==> src/rtl/io_port_bank_pkg.sv <==
// io_port_bank_pkg: shared constants, address-select type and the address
// decoder used by the I/O port bank.
//   IO_DW / IO_NP / IO_AW  default data width, port count, address width
//   ADDR_STATUS / ADDR_OVF register addresses above the data ports
//   decode_addr()          classifies an I/O address into a register select
package io_port_bank_pkg;

  localparam int unsigned IO_DW       = 32'd8;
  localparam int unsigned IO_NP       = 32'd4;
  localparam int unsigned IO_AW       = 32'd3;
  localparam int unsigned ADDR_STATUS = 32'd4;
  localparam int unsigned ADDR_OVF    = 32'd5;

  typedef enum logic [1:0] {
    SEL_NONE   = 2'd0,
    SEL_DATA   = 2'd1,
    SEL_STATUS = 2'd2,
    SEL_OVF    = 2'd3
  } sel_e;

  // Data ports occupy 0..np-1; np never exceeds 4, so they cannot collide
  // with the status/overflow registers.
  function automatic sel_e decode_addr(input int unsigned addr, input int unsigned np);
    sel_e sel;
    if (addr < np) begin
      sel = SEL_DATA;
    end else if (addr == ADDR_STATUS) begin
      sel = SEL_STATUS;
    end else if (addr == ADDR_OVF) begin
      sel = SEL_OVF;
    end else begin
      sel = SEL_NONE;
    end
    return sel;
  endfunction

endpackage

==> src/rtl/io_port_bank_if.sv <==
// io_port_bank_if: processor I/O bus between the microcontroller and the
// port bank.
//   io_addr  port address          io_rd / io_wr  read / write this cycle
//   wr_data  processor write data  rd_data        zero-latency read data
// master = processor side, slave = peripheral side.
interface io_port_bank_if
  import io_port_bank_pkg::*;
#(
  parameter int unsigned AW = IO_AW,
  parameter int unsigned DW = IO_DW
) ();

  logic [AW-1:0] io_addr;
  logic          io_rd;
  logic          io_wr;
  logic [DW-1:0] wr_data;
  logic [DW-1:0] rd_data;

  modport master (output io_addr, output io_rd, output io_wr, output wr_data,
                  input rd_data);
  modport slave  (input io_addr, input io_rd, input io_wr, input wr_data,
                  output rd_data);

endinterface

==> src/rtl/io_port_bank_in_chan.sv <==
// io_port_bank_in_chan: one-entry capture buffer for a single input port.
//   clk, reset  clock and synchronous active-low reset
//   stb, din    external byte-valid strobe and byte
//   rd          processor is reading this port this cycle
//   dout        buffered byte (held after being read)
//   full        buffer holds an unread byte
//   drop        strobe arrived while full and not being read (byte lost)
module io_port_bank_in_chan #(
  parameter int unsigned DW = 32'd8
) (
  input  logic          clk,
  input  logic          reset,
  input  logic          stb,
  input  logic [DW-1:0] din,
  input  logic          rd,
  output logic [DW-1:0] dout,
  output logic          full,
  output logic          drop
);

  logic [DW-1:0] buf_r;
  logic          full_r;

  // A read in the same cycle frees the slot, so a strobe is only lost when
  // the buffer is full and nobody is reading it.
  assign drop = stb & full_r & ~rd;
  assign dout = buf_r;
  assign full = full_r;

  // Capture buffer and full flag; a same-cycle strobe keeps the buffer full.
  always_ff @(posedge clk) begin
    if (!reset) begin
      buf_r  <= {DW{1'b0}};
      full_r <= 1'b0;
    end else begin
      if (stb && (!full_r || rd)) begin
        buf_r <= din;
      end else begin
        buf_r <= buf_r;
      end
      if (stb) begin
        full_r <= 1'b1;
      end else if (rd) begin
        full_r <= 1'b0;
      end else begin
        full_r <= full_r;
      end
    end
  end

endmodule

==> src/rtl/io_port_bank.sv <==
// io_port_bank: peripheral-side responder decoding processor I/O reads and
// writes into NP input and NP output byte ports.
//   clk, reset  clock and synchronous active-low reset
//   bus         processor I/O bus (slave side)
//   in_port     input bytes, port i at [i*DW +: DW]; in_stb per-port valid
//   in_rdy      input buffer i empty
//   out_port    output holding registers; out_stb byte i pending
//   out_ack     external consumed output byte i
// Address map: 0..NP-1 data, 4 STATUS {in_full,out_pend}, 5 OVF read-to-clear.
module io_port_bank
  import io_port_bank_pkg::*;
#(
  parameter int unsigned DW = IO_DW,
  parameter int unsigned NP = IO_NP,
  parameter int unsigned AW = IO_AW
) (
  input  logic             clk,
  input  logic             reset,
  io_port_bank_if.slave    bus,
  input  logic [NP*DW-1:0] in_port,
  input  logic [NP-1:0]    in_stb,
  output logic [NP-1:0]    in_rdy,
  output logic [NP*DW-1:0] out_port,
  output logic [NP-1:0]    out_stb,
  input  logic [NP-1:0]    out_ack
);

  sel_e          sel_s;
  logic [NP-1:0] rd_port_s;
  logic [NP-1:0] wr_port_s;
  logic [NP-1:0] in_full_s;
  logic [NP-1:0] drop_s;
  logic [DW-1:0] in_dout_s [NP];
  logic [DW-1:0] out_reg_r [NP];
  logic [NP-1:0] out_pend_r;
  logic [NP-1:0] ovf_r;
  logic [3:0]    full4_s;
  logic [3:0]    pend4_s;
  logic [3:0]    ovf4_s;
  logic [DW-1:0] data_s;
  logic [DW-1:0] rd_s;
  logic          ovf_rd_s;

  assign sel_s    = decode_addr(32'(bus.io_addr), NP);
  assign ovf_rd_s = bus.io_rd & (sel_s == SEL_OVF);

  // Per-port read/write selects and the OR-mux of input buffer contents.
  always_comb begin
    rd_port_s = {NP{1'b0}};
    wr_port_s = {NP{1'b0}};
    data_s    = {DW{1'b0}};
    for (int i = 0; i < NP; i++) begin
      rd_port_s[i] = bus.io_rd & (sel_s == SEL_DATA) & (bus.io_addr == AW'(i));
      wr_port_s[i] = bus.io_wr & (sel_s == SEL_DATA) & (bus.io_addr == AW'(i));
      data_s       = data_s | ({DW{rd_port_s[i]}} & in_dout_s[i]);
    end
  end

  // Status/overflow fields are fixed at 4 bits; absent ports read as zero.
  always_comb begin
    full4_s = 4'b0000;
    pend4_s = 4'b0000;
    ovf4_s  = 4'b0000;
    for (int i = 0; i < NP; i++) begin
      full4_s[i] = in_full_s[i];
      pend4_s[i] = out_pend_r[i];
      ovf4_s[i]  = ovf_r[i];
    end
  end

  // Zero-latency read data mux; idle bus reads as zero.
  always_comb begin
    rd_s = {DW{1'b0}};
    if (bus.io_rd) begin
      case (sel_s)
        SEL_DATA:   rd_s = data_s;
        SEL_STATUS: rd_s = DW'({full4_s, pend4_s});
        SEL_OVF:    rd_s = DW'({4'b0000, ovf4_s});
        default:    rd_s = {DW{1'b0}};
      endcase
    end else begin
      rd_s = {DW{1'b0}};
    end
  end

  assign bus.rd_data = rd_s;

  for (genvar g = 0; g < NP; g++) begin : gen_port
    io_port_bank_in_chan #(.DW(DW)) u_in_chan (
      .clk  (clk),
      .reset(reset),
      .stb  (in_stb[g]),
      .din  (in_port[g*DW +: DW]),
      .rd   (rd_port_s[g]),
      .dout (in_dout_s[g]),
      .full (in_full_s[g]),
      .drop (drop_s[g])
    );
    assign in_rdy[g]            = ~in_full_s[g];
    assign out_port[g*DW +: DW] = out_reg_r[g];
    assign out_stb[g]           = out_pend_r[g];
  end

  // Output holding registers, pending flags and sticky overflow bits.
  // A write beats a same-cycle ack so freshly loaded data stays pending;
  // an overflow read keeps only drops that happen in that same cycle.
  always_ff @(posedge clk) begin
    if (!reset) begin
      for (int i = 0; i < NP; i++) begin
        out_reg_r[i] <= {DW{1'b0}};
      end
      out_pend_r <= {NP{1'b0}};
      ovf_r      <= {NP{1'b0}};
    end else begin
      for (int i = 0; i < NP; i++) begin
        if (wr_port_s[i]) begin
          out_reg_r[i]  <= bus.wr_data;
          out_pend_r[i] <= 1'b1;
        end else if (out_ack[i]) begin
          out_pend_r[i] <= 1'b0;
        end else begin
          out_pend_r[i] <= out_pend_r[i];
        end
      end
      if (ovf_rd_s) begin
        ovf_r <= drop_s;
      end else begin
        ovf_r <= ovf_r | drop_s;
      end
    end
  end

endmodule
==> src/flat_wrapper.sv <==
// flat-port wrapper written by rule: the top's interface ports become plain ports
module io_port_bank_flat import io_port_bank_pkg::*;
#(
  parameter int unsigned DW = IO_DW,
  parameter int unsigned NP = IO_NP,
  parameter int unsigned AW = IO_AW
)
  (clk, reset, in_port, in_stb, in_rdy, out_port, out_stb, out_ack, bus_io_addr, bus_io_rd, bus_io_wr, bus_wr_data, bus_rd_data);
  io_port_bank_if #(.AW(AW), .DW(DW)) bus_i ();
  input  logic clk;
  input  logic reset;
  input  logic [NP*DW-1:0] in_port;
  input  logic [NP-1:0] in_stb;
  output logic [NP-1:0] in_rdy;
  output logic [NP*DW-1:0] out_port;
  output logic [NP-1:0] out_stb;
  input  logic [NP-1:0] out_ack;
  input wire logic [$bits(bus_i.io_addr)-1:0] bus_io_addr;
  input wire logic [$bits(bus_i.io_rd)-1:0] bus_io_rd;
  input wire logic [$bits(bus_i.io_wr)-1:0] bus_io_wr;
  input wire logic [$bits(bus_i.wr_data)-1:0] bus_wr_data;
  output wire logic [$bits(bus_i.rd_data)-1:0] bus_rd_data;
  assign bus_i.io_addr = bus_io_addr;
  assign bus_i.io_rd = bus_io_rd;
  assign bus_i.io_wr = bus_io_wr;
  assign bus_i.wr_data = bus_wr_data;
  assign bus_rd_data = bus_i.rd_data;
  io_port_bank #(.DW(DW), .NP(NP), .AW(AW)) u_core (.clk(clk), .reset(reset), .bus(bus_i), .in_port(in_port), .in_stb(in_stb), .in_rdy(in_rdy), .out_port(out_port), .out_stb(out_stb), .out_ack(out_ack));
endmodule
==> config.mk <==
export PLATFORM = sky130hd
export DESIGN_NAME = io_port_bank_flat
export DESIGN_NICKNAME = d
export VERILOG_FILES = /design/src/rtl/io_port_bank_pkg.sv /design/src/rtl/io_port_bank_if.sv /design/src/rtl/io_port_bank_in_chan.sv /design/src/rtl/io_port_bank.sv /design/src/flat_wrapper.sv
export SDC_FILE = /design/constraint.sdc
export NUM_CORES = 1
export LEC_CHECK = 0
export BUFFER_PORTS_ARGS = -buffer_cell sky130_fd_sc_hd__buf_2
export CAP_MARGIN = 20
export CORE_ASPECT_RATIO = 0.75
export CORE_UTILIZATION = 35
export CTS_BUF_LIST = sky130_fd_sc_hd__clkbuf_4 sky130_fd_sc_hd__clkbuf_8 sky130_fd_sc_hd__clkbuf_16
export DETAILED_ROUTE_END_ITERATION = 7
export HOLD_SLACK_MARGIN = 0.03
export PLACE_DENSITY = 0.7
export SYNTH_ARGS = -nofsm -noshare
export SYNTH_HDL_FRONTEND = slang
export SYNTH_HIERARCHICAL = 1
export SYNTH_SLANG_ARGS = --single-unit
==> constraint.sdc <==
create_clock -name clk -period 1.7 [get_ports clk]
set_clock_uncertainty 0.1 [all_clocks]
set_input_delay 0.255 -clock clk [delete_from_list [all_inputs] [get_ports clk]]
set_output_delay 0.255 -clock clk [all_outputs]
set_load 0.02 [all_outputs]
## Word-level counts from Yosys, hierarchy flattened

Memory sizes are Yosys's and may differ from the RTL's.
Cells that the tools add are included.

| storage, ports and cells | value |
|---|---|
| bits in registers | 44 |
| bits of input ports | 55 |
| output and inout port bits | 48 |
| RAM bits | 32 |
| memories kept | 1 |

Memory list:

| memory | depth | bits a word | rd ports | clocked after memory_dff | wr ports | line | RTL |
|---|---|---|---|---|---|---|---|
| u_core.out_reg_r | 4 | 8 | 4 | 0 | 4 | io_port_bank.sv:34 | `logic [DW-1:0] out_reg_r [NP];` |

| cells by class | value |
|---|---|
| order comparisons | 1 |
| multiplexer cells | 39 |
| bitwise gates (word level) | 39 |
| reductions and logical operators | 21 |
| equality and inequality tests | 8 |

Operator list:

| cell | count |
|---|---|
| 8-bit two-way mux | 5 |
| 8-bit bitwise AND | 4 |
| 1-bit two-way mux | 29 |
| 8-bit OR | 3 |
| 8-bit one-hot mux with 3 select lines | 1 |
| 1-bit bitwise AND | 19 |
| 2-bit nonzero test | 8 |
| 1-bit NOT | 8 |
| 3-bit by 2-bit == test with 1-bit output (second input constant) | 2 |
| 3-bit == test (second input constant) | 2 |
| 2-bit two-way mux | 3 |
| 2-bit == test (second input constant) | 2 |
| 1-bit logical AND | 4 |
| 1-bit logical NOT | 4 |
| 1-bit logical OR | 4 |
| 4-bit two-way mux | 1 |
| 1-bit OR | 4 |
| 4-bit OR | 1 |
| 3-bit by 1-bit == test with 1-bit output (second input constant) | 1 |
| 3-bit logical NOT | 1 |
| 3-bit less-than comparator (second input constant) | 1 |
| 2-bit by 1-bit == test with 1-bit output (second input constant) | 1 |

## Longest topological paths before layout

| depth | value |
|---|---|
| word-level depth | 13 |
| depth in mapped cells | 8 |
| gate-level depth less buffers | 6 |

## Modules after synthesis

The synthesis kept the hierarchy.

By module, submodules not included:

| module | area an instance (sq um) | times used | cells each |
|---|---|---|---|
| io_port_bank | 2028.2 | 1 | 171 |
| io_port_bank_in_chan | 384.1 | 4 | 40 |

## Least setup slack after synthesis

OpenSTA, ideal clock, no wires.

| timing | value |
|---|---|
| path kind | in2reg |
| start | in bus_io_addr[2] |
| end | mem u_core/out_reg_r[2][0] (netlist name), enable pin |
| arrival | 1.303 ns |
| cell stages on the path | 3 |
| library setup time | 0.387 ns |
| slack | -0.089 ns |
| path buffers | 2 |
| required time | 1.213 ns |
| cell sequence | buf_4 > buf_4 > o31ai_1 |

RTL lines:

| what | line | RTL |
|---|---|---|
| from (decl) | flat_wrapper.sv:18 | `input wire logic [$bits(bus_i.io_addr)-1:0] bus_io_addr;` |
| to (decl) | io_port_bank.sv:34 |  |

## Worst setup path after layout

| timing | value |
|---|---|
| start | reg u_core.gen_port[1].u_in_chan.buf_r[3] |
| end | out bus_rd_data[3] |

| on the way | value |
|---|---|
| cells in the longest elaborated chain, start to end | 6 |

Ends and longest elaborated chain:

| what | line | RTL |
|---|---|---|
| from (decl) | io_port_bank_in_chan.sv:21 | `logic [DW-1:0] buf_r;` |
| from (signal assigned) | io_port_bank_in_chan.sv:33 | `buf_r <= {DW{1'b0}};` |
| from (signal assigned) | io_port_bank_in_chan.sv:37 | `buf_r <= din;` |
| from (signal assigned) | io_port_bank_in_chan.sv:39 | `buf_r <= buf_r;` |
| 8-bit bitwise AND | io_port_bank.sv:55 | `data_s = data_s \| ({DW{rd_port_s[i]}} & in_dout_s[i]);` |
| 8-bit OR (3 in a row) | io_port_bank.sv:55 |  |
| 8-bit one-hot mux with 3 select lines | io_port_bank.sv:75 | `case (sel_s)` |
| 8-bit two-way mux | io_port_bank.sv:74 | `if (bus.io_rd) begin` |
| to (decl) | flat_wrapper.sv:22 | `output wire logic [$bits(bus_i.rd_data)-1:0] bus_rd_data;` |

No other way between the ends.

==> run metrics <==
Wirelength per Cell=~15 um; final hold slack=48.2 ps; final clock period utilization by the worst path=1.14; CTS H-Tree Depth=3; arrival time of the worst setup path=around 1600 ps; total DRC errors in the routed layout=0; count of inserted antenna diode cells=0; count of placed standard cells in the final layout, fillers left out=just under 600; number of nets with antenna violations after detailed routing=0; Compound-Gate Fraction of Synth Area=0.0583; hold wc startpoint=in_stb[0]; shortest clock period the worst path allows after layout=between 1500 and 2000 ps; Fin Setup TNS=-924 ps; Required @ worst endpoint=1340 ps; kind of start point of the critical path=register; upper clock frequency limit=between 500 and 600 MHz; number of sinks driven by the clock tree=76; post-placement cell area=approximately 4300 um2; met3 track utilization from global routing=0.0485; total number of vias=between 2,000 and 3,000; CTS tree=yes; number of violations reported at the end of detailed-routing iteration 0=around 140; Syn-to-layout area delta=32.6%; GRT Overall Usage=0.173; largest family of logic cells by synthesized area=simple AND/OR/NAND/NOR gates; leakage power=about 2.0 nW; Clock transition at path regs=60 ps; stage delay of the slowest cell on the critical path=approximately 430 ps; Synth Area in Simple Gates=0.232; wire length of the first global-routing pass=approximately 14 mm; largest delay contributor family on the critical path=multiplexers; number of distinct library cells after synthesis=34; sequential element share of the synthesized area=0.517; critical setup path kind=register to primary output; Finished Cell Area=4730 um2; commonest cells after routing, fill and taps aside=sky130_fd_sc_hd__buf_2 (93), sky130_fd_sc_hd__nand2_1 (75), sky130_fd_sc_hd__mux2i_1 (41); gate count after technology mapping=between 300 and 400; Yosys warnings=6; cell with the largest stage delay on the worst path=sky130_fd_sc_hd__mux4_2; final worst slack=-242 ps; buffering stage count on the worst path with inverters included=1; gp weighted congestion=0.804; IO Pins=a little over 100; net count of the finished layout=just over 500; Total Die Area=10,600 um2; via count of the first global-routing pass=around 2,700; outcome=complete, but fails checks; crit path from=u_core/gen_port[1].u_in_chan/dout[3]$_SDFFE_PN0P_; peak supply drop=between 400 and 500 uV; fraction of final layout cells with drive strength greater than 1=0.386; Worst Setup End Kind=primary output; number of max-cap violations=0; Post-Synth XOR/XNOR Area=0; Inserted Clock Buffers=9; Final Core Density=0.484; antenna violations before repair=0; fraction of synthesized area in multiplexers=0.140; clk_lat worst skew=around 330 ps; port buffer count=~100; summed instance area of the synthesized netlist=between 3000 and 4000 um2; core region area=between 9000 and 10,000 um2; post-synthesis area per instance=between 10 and 15 um2; overall die height=89.4 um; met1 track demand over resource=0.244; CP Max Fanout=2; dpl cells=568; clock tree root buffer cell=sky130_fd_sc_hd__clkbuf_16; setup repair after global routing missed its margin=yes; pins over their slew limit=0; final WL=roughly 9 mm; Pre-Repair DR Iteration Count=5; Least-Margin Pin Slew=415 ps; power density relative to cell area=between 900 and 1000 nW/um2; largest net degree at the start of global routing=30; number of buffers on the longest clock path=2; register bit total from synthesis=76; cells along the critical path=mux4_2, nor2b_1, o21a_1, buf_6; arithmetic-cell share of the synthesized area counting full adders, half adders and majority gates=0; most common cell after layout, fill and taps aside=sky130_fd_sc_hd__buf_2; reg-to-reg critical path startpoint=u_core/gen_port[1].u_in_chan/full$_SDFFE_PN0P_; starting density of the core=0.365; worst hold-check path type=primary input to register; final hold violations=0; Horiz. Die Dim=between 100 and 150 um; final HPWL from detailed placement=6.72 mm; number of vias per cell=around 4.7; synthesized netlist net count=about 390; layer with the highest usage after global routing=met2; Setup-failing EPs final=4; met2 global-route usage=0.249; max-slew headroom at the worst pin=0.721; Congestion Overflow GR=0; num rows=31; violated checks=setup timing
==> timing repair <==
item,CTS,global route
pin swaps,3,0
gates resized for setup,19,9
hold endpoints to repair,4,0
setup buffers,1,2
hold buffers,4,0
endpoints found under the setup margin,7,8
==> worst paths after layout <==
path	endpoint	slack, ps	depth (start not counted)
hold reg to reg	u_core/gen_port[3].u_in_chan/dout[3]$_SDFFE_PN0P_	360	2
setup reg to reg	u_core/gen_port[1].u_in_chan/dout[2]$_SDFFE_PN0P_	540	4
setup / recovery	bus_rd_data[3]	-240	4
hold / removal	u_core/gen_port[0].u_in_chan/full$_SDFFE_PN0P_	50	2
==> worst reg2reg max path, delay by kind of cell, from the launching register on <==
kind          cells  cell delay [ps]
buf+inv           1              150
flops             1              350
mux               1              190
simple gates      2              300
==> layer usage <==
metal | routed length, um | vias to the layer above | part of all wire
met3 | 441 | 12 | 0.050
met5 | 0 | - | 0
met4 | 121 | 0 | 0.014
met2 | 3910 | 68 | 0.44
met1 | 4340 | 1309 | 0.49
li1 | - | 1372 | -
==> flip-flops by register name, indices dropped and copies added, names as in the netlist <==
name and cells:
u_core/out_stb 4, u_core/ovf4_s 4, u_core/out_reg_r 32, u_core/gen_port.u_in_chan/dout 32, u_core/gen_port.u_in_chan/full 4
==> synth_stat cells (all sizes together) <==
cell type,instances,area (um2)
o22ai,2,12.5
mux2i,41,410
nor2,11,41.3
o21ai,1,5.00
and2,36,230
a21boi,1,7.51
o22a,1,8.76
dfxtp,44,881
and3,2,12.5
nor4b,1,15.0
o21bai,3,22.5
nand3b,4,30.0
o31ai,1,7.51
o2bb2ai,3,26.3
nand2,75,282
clkbuf,2,8.75
nand4b,4,35.0
buf,20,159
edfxtp,32,961
nor4,1,21.3
o21a,11,82.6
nand2b,3,18.8
a21oi,7,35.0
mux4,4,90.1
nor2b,14,128
inv,5,18.8
nor3,2,15.0
==> area by class of cell <==
class / instances / area [um2]
clock buffer: 9 / 225
clock inverter: 7 / 67.6
fill: 919 / 5050
inverter: 5 / 18.8
multi-input combinational: 228 / 1560
sequential: 76 / 1860
tap: 132 / 165
timing repair buffer: 134 / 840
==> report_power, final <==
part	leakage, nW	switching [mW]	internal (mW)	total [mW]
clock network	0.140	0.745	1.13	1.87
registers	0.675	0.0598	2.02	2.08
logic	1.23	0.338	0.284	0.622
==> cell families (layout without fill, tap and decap cells) <==
group | count (synthesis) | after routing
DFF | 76 | 76
buffers and inverters | 27 | 155
AOI/OAI and AO/OA | 30 | 30
muxes | 45 | 45
and+or+nand+nor | 153 | 153
==> through the flow <==
stage          setup WS [ps]  power (mW)
6_report                -242        4.58
5_1_grt                 -291        4.77
4_1_cts                 -250        4.60
3_5_place_dp            -136        2.71
3_3_place_gp            -135        2.70
2_1_floorplan          -4.23        2.48
No activity file was read; power rests on OpenSTA's default activity.
